<file path="config.mk">
export PLATFORM = sky130hd
export DESIGN_NAME = btn_debounce
export DESIGN_NICKNAME = d
export VERILOG_FILES = /design/src/rtl/btn_debounce.sv
export SDC_FILE = /design/constraint.sdc
export NUM_CORES = 1
export LEC_CHECK = 0
export BUFFER_PORTS_ARGS = -buffer_cell sky130_fd_sc_hd__buf_2
export CORE_ASPECT_RATIO = 1.75
export CORE_MARGIN = 8
export CORE_UTILIZATION = 43
export CTS_CLUSTER_DIAMETER = 200
export DETAILED_ROUTE_END_ITERATION = 8
export PLACE_DENSITY = 0.68
export SLEW_MARGIN = 25
export SYNTH_ARGS = -nofsm -noshare
export SYNTH_HDL_FRONTEND = slang
export SYNTH_SLANG_ARGS = --single-unit
</file>
<file path="constraint.sdc">
create_clock -name sys_clk -period 5.4 [get_ports sys_clk]
set_input_delay 0.54 -clock sys_clk [delete_from_list [all_inputs] [get_ports sys_clk]]
set_output_delay 0.54 -clock sys_clk [all_outputs]
set_load 0.03 [all_outputs]
</file>
<file path="src/rtl/btn_debounce.sv">
// rtl/btn_debounce.sv - five-button synchronizer, debouncer, press detector and one-hot selector
//
// Purpose: each raw push-button passes through a 2-flop synchronizer and an
// independent counter-based debouncer. A debounced rising edge produces a
// one-cycle press pulse. The highest-priority press (u > d > l > r > c) is
// latched as a one-hot selection code for the LED pattern stage.
//
// Ports:
//   sys_clk    - system clock, all logic on rising edge
//   sys_rst_n  - asynchronous active-low reset
//   btnc/u/d/l/r - raw bouncing button levels, 1 = pressed
//   btn_level  - debounced levels      {u, d, l, r, c}
//   btn_press  - one-cycle press pulse {u, d, l, r, c}
//   btn_sel    - latched one-hot code  {u, d, l, r, c}
//   sel_valid  - set once any press has been accepted since reset
module btn_debounce #(
    parameter int DEBOUNCE_CYCLES = 1000000,
    parameter int CNT_W           = 20
) (
    input  logic       sys_clk,
    input  logic       sys_rst_n,
    input  logic       btnc,
    input  logic       btnu,
    input  logic       btnd,
    input  logic       btnl,
    input  logic       btnr,
    output logic [4:0] btn_level,
    output logic [4:0] btn_press,
    output logic [4:0] btn_sel,
    output logic       sel_valid
);

    localparam logic [CNT_W-1:0] CNT_LAST = CNT_W'(DEBOUNCE_CYCLES - 1);

    logic [4:0]       w_raw;
    logic [4:0]       r_sync1;
    logic [4:0]       r_sync2;
    logic [CNT_W-1:0] r_cnt [5];
    logic [CNT_W-1:0] w_cnt_next [5];
    logic [4:0]       r_level;
    logic [4:0]       w_level_next;
    logic [4:0]       r_press;
    logic [4:0]       w_press_next;
    logic [4:0]       r_sel;
    logic [4:0]       w_sel_onehot;
    logic             r_valid;

    assign w_raw = {btnu, btnd, btnl, btnr, btnc};

    // Per-button debounce: any cycle where the synchronized input agrees with
    // the stable level restarts the count, so a bounce never accumulates.
    always_comb begin
        w_level_next = r_level;
        for (int i = 0; i < 5; i++) begin
            w_cnt_next[i] = '0;
            if (r_sync2[i] != r_level[i]) begin
                if (r_cnt[i] == CNT_LAST) begin
                    w_level_next[i] = r_sync2[i];
                    w_cnt_next[i]   = '0;
                end else begin
                    w_cnt_next[i] = r_cnt[i] + CNT_W'(1);
                end
            end
        end
    end

    // Registered alongside the level so the pulse coincides with the rise.
    assign w_press_next = w_level_next & ~r_level;

    // Priority encode the current press pulses, u highest, c lowest.
    always_comb begin
        w_sel_onehot = 5'b00000;
        if (r_press[4])      w_sel_onehot = 5'b10000;
        else if (r_press[3]) w_sel_onehot = 5'b01000;
        else if (r_press[2]) w_sel_onehot = 5'b00100;
        else if (r_press[1]) w_sel_onehot = 5'b00010;
        else if (r_press[0]) w_sel_onehot = 5'b00001;
    end

    always_ff @(posedge sys_clk or negedge sys_rst_n) begin
        if (!sys_rst_n) begin
            r_sync1 <= '0;
            r_sync2 <= '0;
            for (int i = 0; i < 5; i++) begin
                r_cnt[i] <= '0;
            end
            r_level <= '0;
            r_press <= '0;
            r_sel   <= '0;
            r_valid <= 1'b0;
        end else begin
            r_sync1 <= w_raw;
            r_sync2 <= r_sync1;
            for (int i = 0; i < 5; i++) begin
                r_cnt[i] <= w_cnt_next[i];
            end
            r_level <= w_level_next;
            r_press <= w_press_next;
            if (r_press != 5'b00000) begin
                r_sel   <= w_sel_onehot;
                r_valid <= 1'b1;
            end
        end
    end

    assign btn_level = r_level;
    assign btn_press = r_press;
    assign btn_sel   = r_sel;
    assign sel_valid = r_valid;

endmodule

</file>
== Word level (Yosys, flattened, before mapping) ==
Index checks and enable logic that the tools add are counted.
Widths: inputs -> output; s select.
Cells by class
  $add $sub $neg: 5
  equal/unequal tests: 10
  muxes and demuxes: 25
  bitwise logic cells: 2
  reduce and logical (&&, ||, !) cells: 1
Operator list (count)
  $mux 20: 10
  $add 20x1->20 const B: 5
  $eq 20x20->1 const B: 5
  $mux 1: 11
  $and 5x5->5: 1
  $mux 5: 1
  $ne 1x1->1: 5
  $not 5->5: 1
  $reduce_bool 5->1: 1
  $mux 4: 1
  $mux 3: 1
  $mux 2: 1
Word-level totals
  register bits: 126
  bits of input ports: 7
  output and inout bits: 16
  logic and storage cells: 54

== Depth between registers and ports, before layout ==
Gate-level depths: netlist of run 1.
  word-level depth: 5
  depth in mapped cells: 6

== Worst setup path before layout of run 1 ==
Ideal clock, no wire load.
  kind: register to register
  start: register r_cnt[60] in the netlist's numbering
  end: register r_cnt[78] in the netlist's numbering
  arrival time: 1904 ps
  required time: 5327 ps
  path slack: 3423 ps
  cell stages (with the launch flop): 7
  buffers on the path: 1
  cells stage by stage: dfrtp_1 -> ha_1 -> nand2_1 -> or4_1 -> buf_2 -> or4_4 -> a21oi_2
RTL lines
  start, declared: RTL line 38  | logic [CNT_W-1:0] r_cnt [5];
  start signal, assigned by index: RTL line 95  | r_cnt[i] <= w_cnt_next[i];

==> impl_metrics.json, run 1 <==
{
  "run_status": "finished, final reports clean",
  "initial_utilization_pct": 44.0,
  "maximum_number_of_pins_on_one_net_before_global_route_repair": 76,
  "clk_root_buffer_cell": "sky130_fd_sc_hd__clkbuf_16",
  "critPathMaxFanout": 8,
  "post-place-ws_ns": 3.27,
  "clock_path_buffers": 2,
  "report.final.setup_viol": 0,
  "cts_made_buffers": 17,
  "critPathCaptureType": "flip-flop",
  "drt-initial-drc-count": 197,
  "rsz0062_at_grt": "false",
  "worst_path_largest_cell_delay_ns": 0.66,
  "post_synth_inst_count": 593,
  "dp.cells": 772,
  "worst-endpoint-arrival_ns": 2.47,
  "cts-htree-levels": 4,
  "post-layout-total-power_mw": 2.08,
  "port_buffers": 22,
  "final.setup.worst_slack_ns": 3.26,
  "layout-area-overhead-vs-synth_pct": 14.2,
  "ioPinCount": 23,
  "worst_slew_margin_rel_pct": 54.8,
  "num_antenna_cells": 0,
  "crit_type": "reg2reg",
  "drive_above_1_share_pct": 12.1,
  "worst_r2r_endpoint": "r_cnt[78]",
  "mappedNetlistNets": 605,
  "async_flop_share_pct": 100,
  "overflow": 0,
  "most-common-layout-cells": "126 x sky130_fd_sc_hd__dfrtp_1, 77 x sky130_fd_sc_hd__nor2_1, 43 x sky130_fd_sc_hd__nand3_1",
  "die_w_um": 105,
  "post_layout_nonfiller_instances": 804,
  "grt_pass1_vias": 4591,
  "finalCriticalPeriod_ns": 2.14,
  "layout.cells.most_common": "sky130_fd_sc_hd__dfrtp_1",
  "timing.fmax_mhz": 468,
  "hold_violations": 0,
  "nets": 629,
  "rows": 56,
  "clk_sinks": 126,
  "detail_route.vias_per_cell": 5.51,
  "dr_total_vias": 4432,
  "antenna_violating_nets_post_route": 0,
  "critical_path.top_delay_family": "simple AND/OR/NAND/NOR gates",
  "drc": 0,
  "postSynthAreaPerCell_um2": 9.98,
  "synth_cell_type_count": 43,
  "die_height_um": 171,
  "slowest_stage": "sky130_fd_sc_hd__or4_1",
  "worst_setup_path_start_kind": "flip-flop",
  "route.final.wire_length_mm": 11.5,
  "synth_enable_flop_cells": 0,
  "final_hpwl_from_detailed_placement_mm": 8.00,
  "fin_crit_sh_pct": 39.6,
  "power_density_nw_per_um2": 308,
  "floorplan.core_area_um2": 13500,
  "timing_max_transition_violations_final": 0,
  "vdd_drop_max_v": 0.000230,
  "place_congestion": 0.842,
  "drv.max_cap_violation_count": 0,
  "cts_hold_repair.buffers": 0,
  "antenna_found_initial": 0,
  "final_tns_setup_ns": 0,
  "reg2reg_slack_ns": 3.26,
  "post_cts_clock_slew_at_the_launch_and_capture_registers_of_the_worst_setup_and_hold_paths_ns": 0.06,
  "static_leak_nw": 2.77,
  "cts_tree": "built",
  "synth.ff_latch_count": 126,
  "hold_class": "in2async",
  "grtUsageTotal_pct": 13.8,
  "dominantRegCellSynth": "sky130_fd_sc_hd__dfrtp_1",
  "post_dr_wirelength_cell_um": 14.3,
  "worst_r2r_path_depth": 5,
  "critPathBufInv": 0,
  "critical_path.cell_chain": "ha_1, nand2_1, or4_1, or4_4, a21oi_2",
  "finClkSkew_ns": 0.00873,
  "total_die_area_um2": 17900,
  "yosysSeqAreaShare_pct": 53.3,
  "fill_cells": 1236,
  "critPathRequiredTime_ns": 5.73,
  "r2r-start": "r_cnt[60]",
  "worst-slew-pin-transition_ns": 0.679,
  "clkLatencyLatePin_ns": 0.40,
  "postCtsSetupRepairBufs": 0,
  "wire_length_of_the_first_global_routing_pass_mm": 20.4,
  "drt-pass1-iter-count": 4,
  "yosys_warnings": 0,
  "ctsResizeCount": 0,
  "syn_area_um2": 5920
}
layer usage:
layer / GRT usage (%) / wire (µm)
met2: 25.2 / 6140
met1: 14.6 / 4740
met4: 5.93 / 135
met5: 0 / 0
met3: 3.86 / 509
how the worst max path moves through the flow:
stage / startpoint / end / slack [ns] / cells after the start
2_1_floorplan: r_cnt[60] / r_cnt[78] / 3.42 / 6
3_3_place_gp: r_cnt[60] / r_cnt[78] / 3.33 / 5
3_5_place_dp: r_cnt[60] / r_cnt[78] / 3.27 / 5
4_1_cts: r_cnt[60] / r_cnt[78] / 3.27 / 5
5_1_grt: r_cnt[72] / r_cnt[65] / 3.13 / 4
6_report: r_cnt[60] / r_cnt[78] / 3.26 / 5
layout make-up:
| cell class | instances | area [µm²] | share of cell area, % |
|---|---|---|---|
| clock buffers | 26 | 499 | 7.39 |
| clock inverters | 6 | 57.6 | 0.852 |
| inverters | 24 | 90.1 | 1.33 |
| multi-input cells | 421 | 2580 | 38.3 |
| flip-flops and latches | 126 | 3150 | 46.7 |
| well taps | 174 | 218 | 3.22 |
| repair buffers | 27 | 154 | 2.28 |
sequential cells by signal, summed over array words and instances (netlist names):
signal,cells
r_sync2,5
btn_sel,5
sel_valid,1
r_sync1,5
btn_level,5
r_cnt,100
btn_press,5
stage by stage:
step	utilization, %	hold slack (ns)	instance area, µm²
after global placement	46.1	0.333	6200
final	50.2	0.145	6760
after floorplan	-	0.244	5920
after detailed placement	46.1	0.338	6200
after CTS	50.2	0.226	6750
after global routing	50.2	0.215	6760
Yosys cell counts (2+ instances only):
| cell | count | area [µm²] |
|---|---|---|
| sky130_fd_sc_hd__nand3_1 | 43 | 215 |
| sky130_fd_sc_hd__nor4b_1 | 2 | 17.5 |
| sky130_fd_sc_hd__or4_1 | 25 | 188 |
| sky130_fd_sc_hd__clkbuf_1 | 8 | 30.0 |
| sky130_fd_sc_hd__buf_2 | 12 | 60.1 |
| sky130_fd_sc_hd__o31ai_1 | 17 | 128 |
| sky130_fd_sc_hd__dfrtp_1 | 126 | 3150 |
| sky130_fd_sc_hd__a21oi_1 | 35 | 175 |
| sky130_fd_sc_hd__nand4_1 | 13 | 81.3 |
| sky130_fd_sc_hd__nand2b_1 | 3 | 18.8 |
| sky130_fd_sc_hd__nand2_1 | 29 | 109 |
| sky130_fd_sc_hd__inv_1 | 24 | 90.1 |
| sky130_fd_sc_hd__mux2_2 | 5 | 56.3 |
| sky130_fd_sc_hd__xnor2_1 | 38 | 333 |
| sky130_fd_sc_hd__a31o_2 | 2 | 17.5 |
| sky130_fd_sc_hd__and2_1 | 3 | 18.8 |
| sky130_fd_sc_hd__or4b_2 | 2 | 20.0 |
| sky130_fd_sc_hd__and3_1 | 8 | 50.1 |
| sky130_fd_sc_hd__or3_1 | 18 | 113 |
| sky130_fd_sc_hd__and4_1 | 2 | 17.5 |
| sky130_fd_sc_hd__o21ai_0 | 18 | 90.1 |
| sky130_fd_sc_hd__nor4_1 | 14 | 87.6 |
| sky130_fd_sc_hd__xor2_1 | 24 | 210 |
| sky130_fd_sc_hd__ha_1 | 5 | 62.6 |
| sky130_fd_sc_hd__buf_4 | 2 | 15.0 |
| sky130_fd_sc_hd__nor3_1 | 19 | 95.1 |
| sky130_fd_sc_hd__or2_2 | 3 | 18.8 |
| sky130_fd_sc_hd__nand3_2 | 2 | 20.0 |
| sky130_fd_sc_hd__nor2_1 | 77 | 289 |
worst reg2reg max path: cells and delay by family (launching register included):
family | cells | cell delay, ns
AOI/OAI and AO/OA | 1 | 0.14
DFF | 1 | 0.40
adders and majority gates | 1 | 0.25
and+or+nand+nor | 3 | 1.29
where the power goes:
| group | switching [mW] | leakage (nW) | internal [mW] |
|---|---|---|---|
| clock network | 0.378 | 0.274 | 0.679 |
| registers | 0.0122 | 1.73 | 0.958 |
| logic | 0.0394 | 0.771 | 0.0156 |
| total | 0.429 | 2.77 | 1.65 |
kinds of logic after synthesis:
| logic type | synth area share (%) |
|---|---|
| XOR/XNOR | 9.18 |
| AO/OA/AOI/OAI | 7.44 |
| adder cells (fa/ha/maj) | 1.06 |
| AND/OR/NAND/NOR | 24.8 |
| multiplexers | 0.951 |
| buffers and inverters | 3.30 |
| flip-flops | 53.3 |
Power figures use the tool's default switching activity.
==> inputs of run 2 (changes only) <==
- clock period: 5.4 -> 2.2 ns (I/O delays scaled with it)
==> run 2 against run 1 <==
Net effect:
- first-iteration DRC count increased by 17%
- count of clock-buffer cells in the layout decreased by 2
- worst hold slack improved by 0.20 ns
- sequential share of layout area decreased by 0.99 points
- critical path depth unchanged
- fmax increased by 1.6%
- design area increased by 2.2%
- core utilization increased by 1.1 points
- clock power increased to 2.5 times the previous value
- register-to-register slack got worse by 3.2 ns
- combinational power increased to 2.8 times the previous value
- critical path type unchanged
- critical endpoint is now r_cnt[58]
==> impl_metrics.json, run 2 (synthesis gave the netlist of run 1 again) <==
{
  "floorplan.core_area_um2": 13500,
  "post_cts_clock_slew_at_the_launch_and_capture_registers_of_the_worst_setup_and_hold_paths_ns": 0.05,
  "holdCritStartpoint": "r_sync1[2]",
  "worst-endpoint-arrival_ns": 2.44,
  "ctsResizeCount": 0,
  "hold-path-cell-count": 0,
  "nets": 644,
  "critical_path.cell_chain": "ha_1, nand2_1, or4_1, or4_1, a21oi_1",
  "layout.cells.most_common": "sky130_fd_sc_hd__dfrtp_1",
  "drt-pass1-iter-count": 4,
  "maximum_number_of_pins_on_one_net_before_global_route_repair": 76,
  "cts-htree-levels": 4,
  "worst_hold_slack_ns": 0.344,
  "worst_slew_margin_rel_pct": 53.5,
  "r2r-start": "r_cnt[40]",
  "worst_path_largest_cell_delay_ns": 0.64,
  "die_w_um": 105,
  "wire_length_of_the_first_global_routing_pass_mm": 20.4,
  "crit_type": "reg2reg",
  "critPathRequiredTime_ns": 2.53,
  "fin_crit_sh_pct": 95.7,
  "drive_above_1_share_pct": 13.1,
  "report.final.setup_viol": 0,
  "total_die_area_um2": 17900,
  "die_height_um": 171,
  "cts_made_buffers": 17,
  "dr_total_vias": 4540,
  "run_status": "finished, final reports clean",
  "capture_endpoint_of_the_worst_hold_path": "r_sync2[2]",
  "post_dr_wirelength_cell_um": 14.6,
  "critPathCaptureType": "flip-flop",
  "rows": 56,
  "largest_register_ffs": 100,
  "final_tns_setup_ns": 0,
  "rsz0062_at_grt": "false",
  "clkLatencyLatePin_ns": 0.41,
  "antenna_violating_nets_post_route": 0,
  "detail_route.vias_per_cell": 5.56,
  "antenna_found_initial": 0,
  "most-common-layout-cells": "126 x sky130_fd_sc_hd__dfrtp_1, 77 x sky130_fd_sc_hd__nor2_1, 43 x sky130_fd_sc_hd__nand3_1",
  "timing_max_transition_violations_final": 0,
  "worst_setup_path_start_kind": "flip-flop",
  "layout-area-overhead-vs-synth_pct": 16.6,
  "finish.utilization_pct": 51.3,
  "worst_r2r_endpoint": "r_cnt[58]",
  "ioPinCount": 23,
  "worst_r2r_path_depth": 5,
  "finalCriticalPeriod_ns": 2.10,
  "slowest_stage": "sky130_fd_sc_hd__or4_1",
  "clk_root_buffer_cell": "sky130_fd_sc_hd__clkbuf_16",
  "cpMostUsedCell": "sky130_fd_sc_hd__or4_1",
  "power_density_nw_per_um2": 752,
  "timing.fmax_mhz": 475,
  "drv.max_cap_violation_count": 0,
  "grtUsageTotal_pct": 13.9,
  "num_antenna_cells": 0,
  "reg2reg_slack_ns": 0.1,
  "critPathMaxFanout": 8,
  "clock_path_buffers": 2,
  "static_leak_nw": 2.84,
  "cts_tree": "built",
  "hold_violations": 0,
  "vdd_drop_max_v": 0.000661,
  "place_congestion": 0.846,
  "hold_class": "reg2reg",
  "port_buffers": 22,
  "overflow": 0,
  "initial_utilization_pct": 44.0,
  "route.final.wire_length_mm": 11.9,
  "finClkSkew_ns": 0.00666,
  "clk_sinks": 126,
  "drt-initial-drc-count": 230,
  "drc": 0,
  "grt_pass1_vias": 4615,
  "final_hpwl_from_detailed_placement_mm": 8.41,
  "largest-register": "r_cnt",
  "worst-slew-pin-transition_ns": 0.692
}
-- run 2: final cells by class --
type	instances	area, µm²
Fill cell	1226	6550
Multi-Input combinational cell	421	2580
Sequential cell	126	3150
Inverter	24	90.1
Clock inverter	6	85.1
Timing Repair Buffer	42	290
Clock buffer	24	482
Tap cell	174	218
-- run 2: repair_timing --
action / in CTS / in global routing
endpoints found under the hold margin: 131 / 0
hold buffers: 6 / 0
setup endpoints to repair: 0 / 0
setup buffers: 0 / 0
-- run 2: metal layers --
metal	global-route usage (%)	vias up	part of all wire (%)
met4	6.24	0	2.2
met3	4.80	32	4.5
met1	13.8	2263	39
met2	25.6	64	54
li1	-	2181	-
met5	0	-	0
-- run 2: worst max-delay path: cells and delay by family, from the launching register on --
family	cells	cell delay, ns
simple gates	3	1.27
flops	1	0.38
fa+ha+maj	1	0.22
compound gates	1	0.16
-- run 2: worst max path at each step --
| stage | startpoint | to | slack [ns] | cells after the start |
|---|---|---|---|---|
| global route | r_cnt[60] | r_cnt[74] | 0.0008 | 6 |
| finish | r_cnt[40] | r_cnt[58] | 0.1 | 5 |
| floorplan | r_cnt[60] | r_cnt[78] | 0.22 | 6 |
| CTS | r_cnt[40] | r_cnt[58] | 0.08 | 5 |
| detailed placement | r_cnt[40] | r_cnt[58] | 0.11 | 5 |
| global placement | r_cnt[28] | btn_level[3] | 0.17 | 4 |
-- run 2: through the flow --
step | setup slack (ns) | instance area [µm²] | instances | total power, mW
6_report | 0.0951 | 6900 | 817 | 5.19
5_1_grt | 0.000848 | 6900 | 817 | 5.37
4_1_cts | 0.0774 | 6900 | 817 | 5.26
3_5_place_dp | 0.107 | 6280 | 781 | 2.57
3_3_place_gp | 0.165 | 6280 | 781 | 2.56
2_1_floorplan | 0.223 | 5920 | 593 | 2.49
-- run 2: power breakdown --
part | switching [mW] | total [mW] | internal, mW
Combinational | 0.0996 | 0.152 | 0.0528
Sequential | 0.0308 | 2.38 | 2.35
Clock | 0.919 | 2.66 | 1.74
Total | 1.05 | 5.19 | 4.14
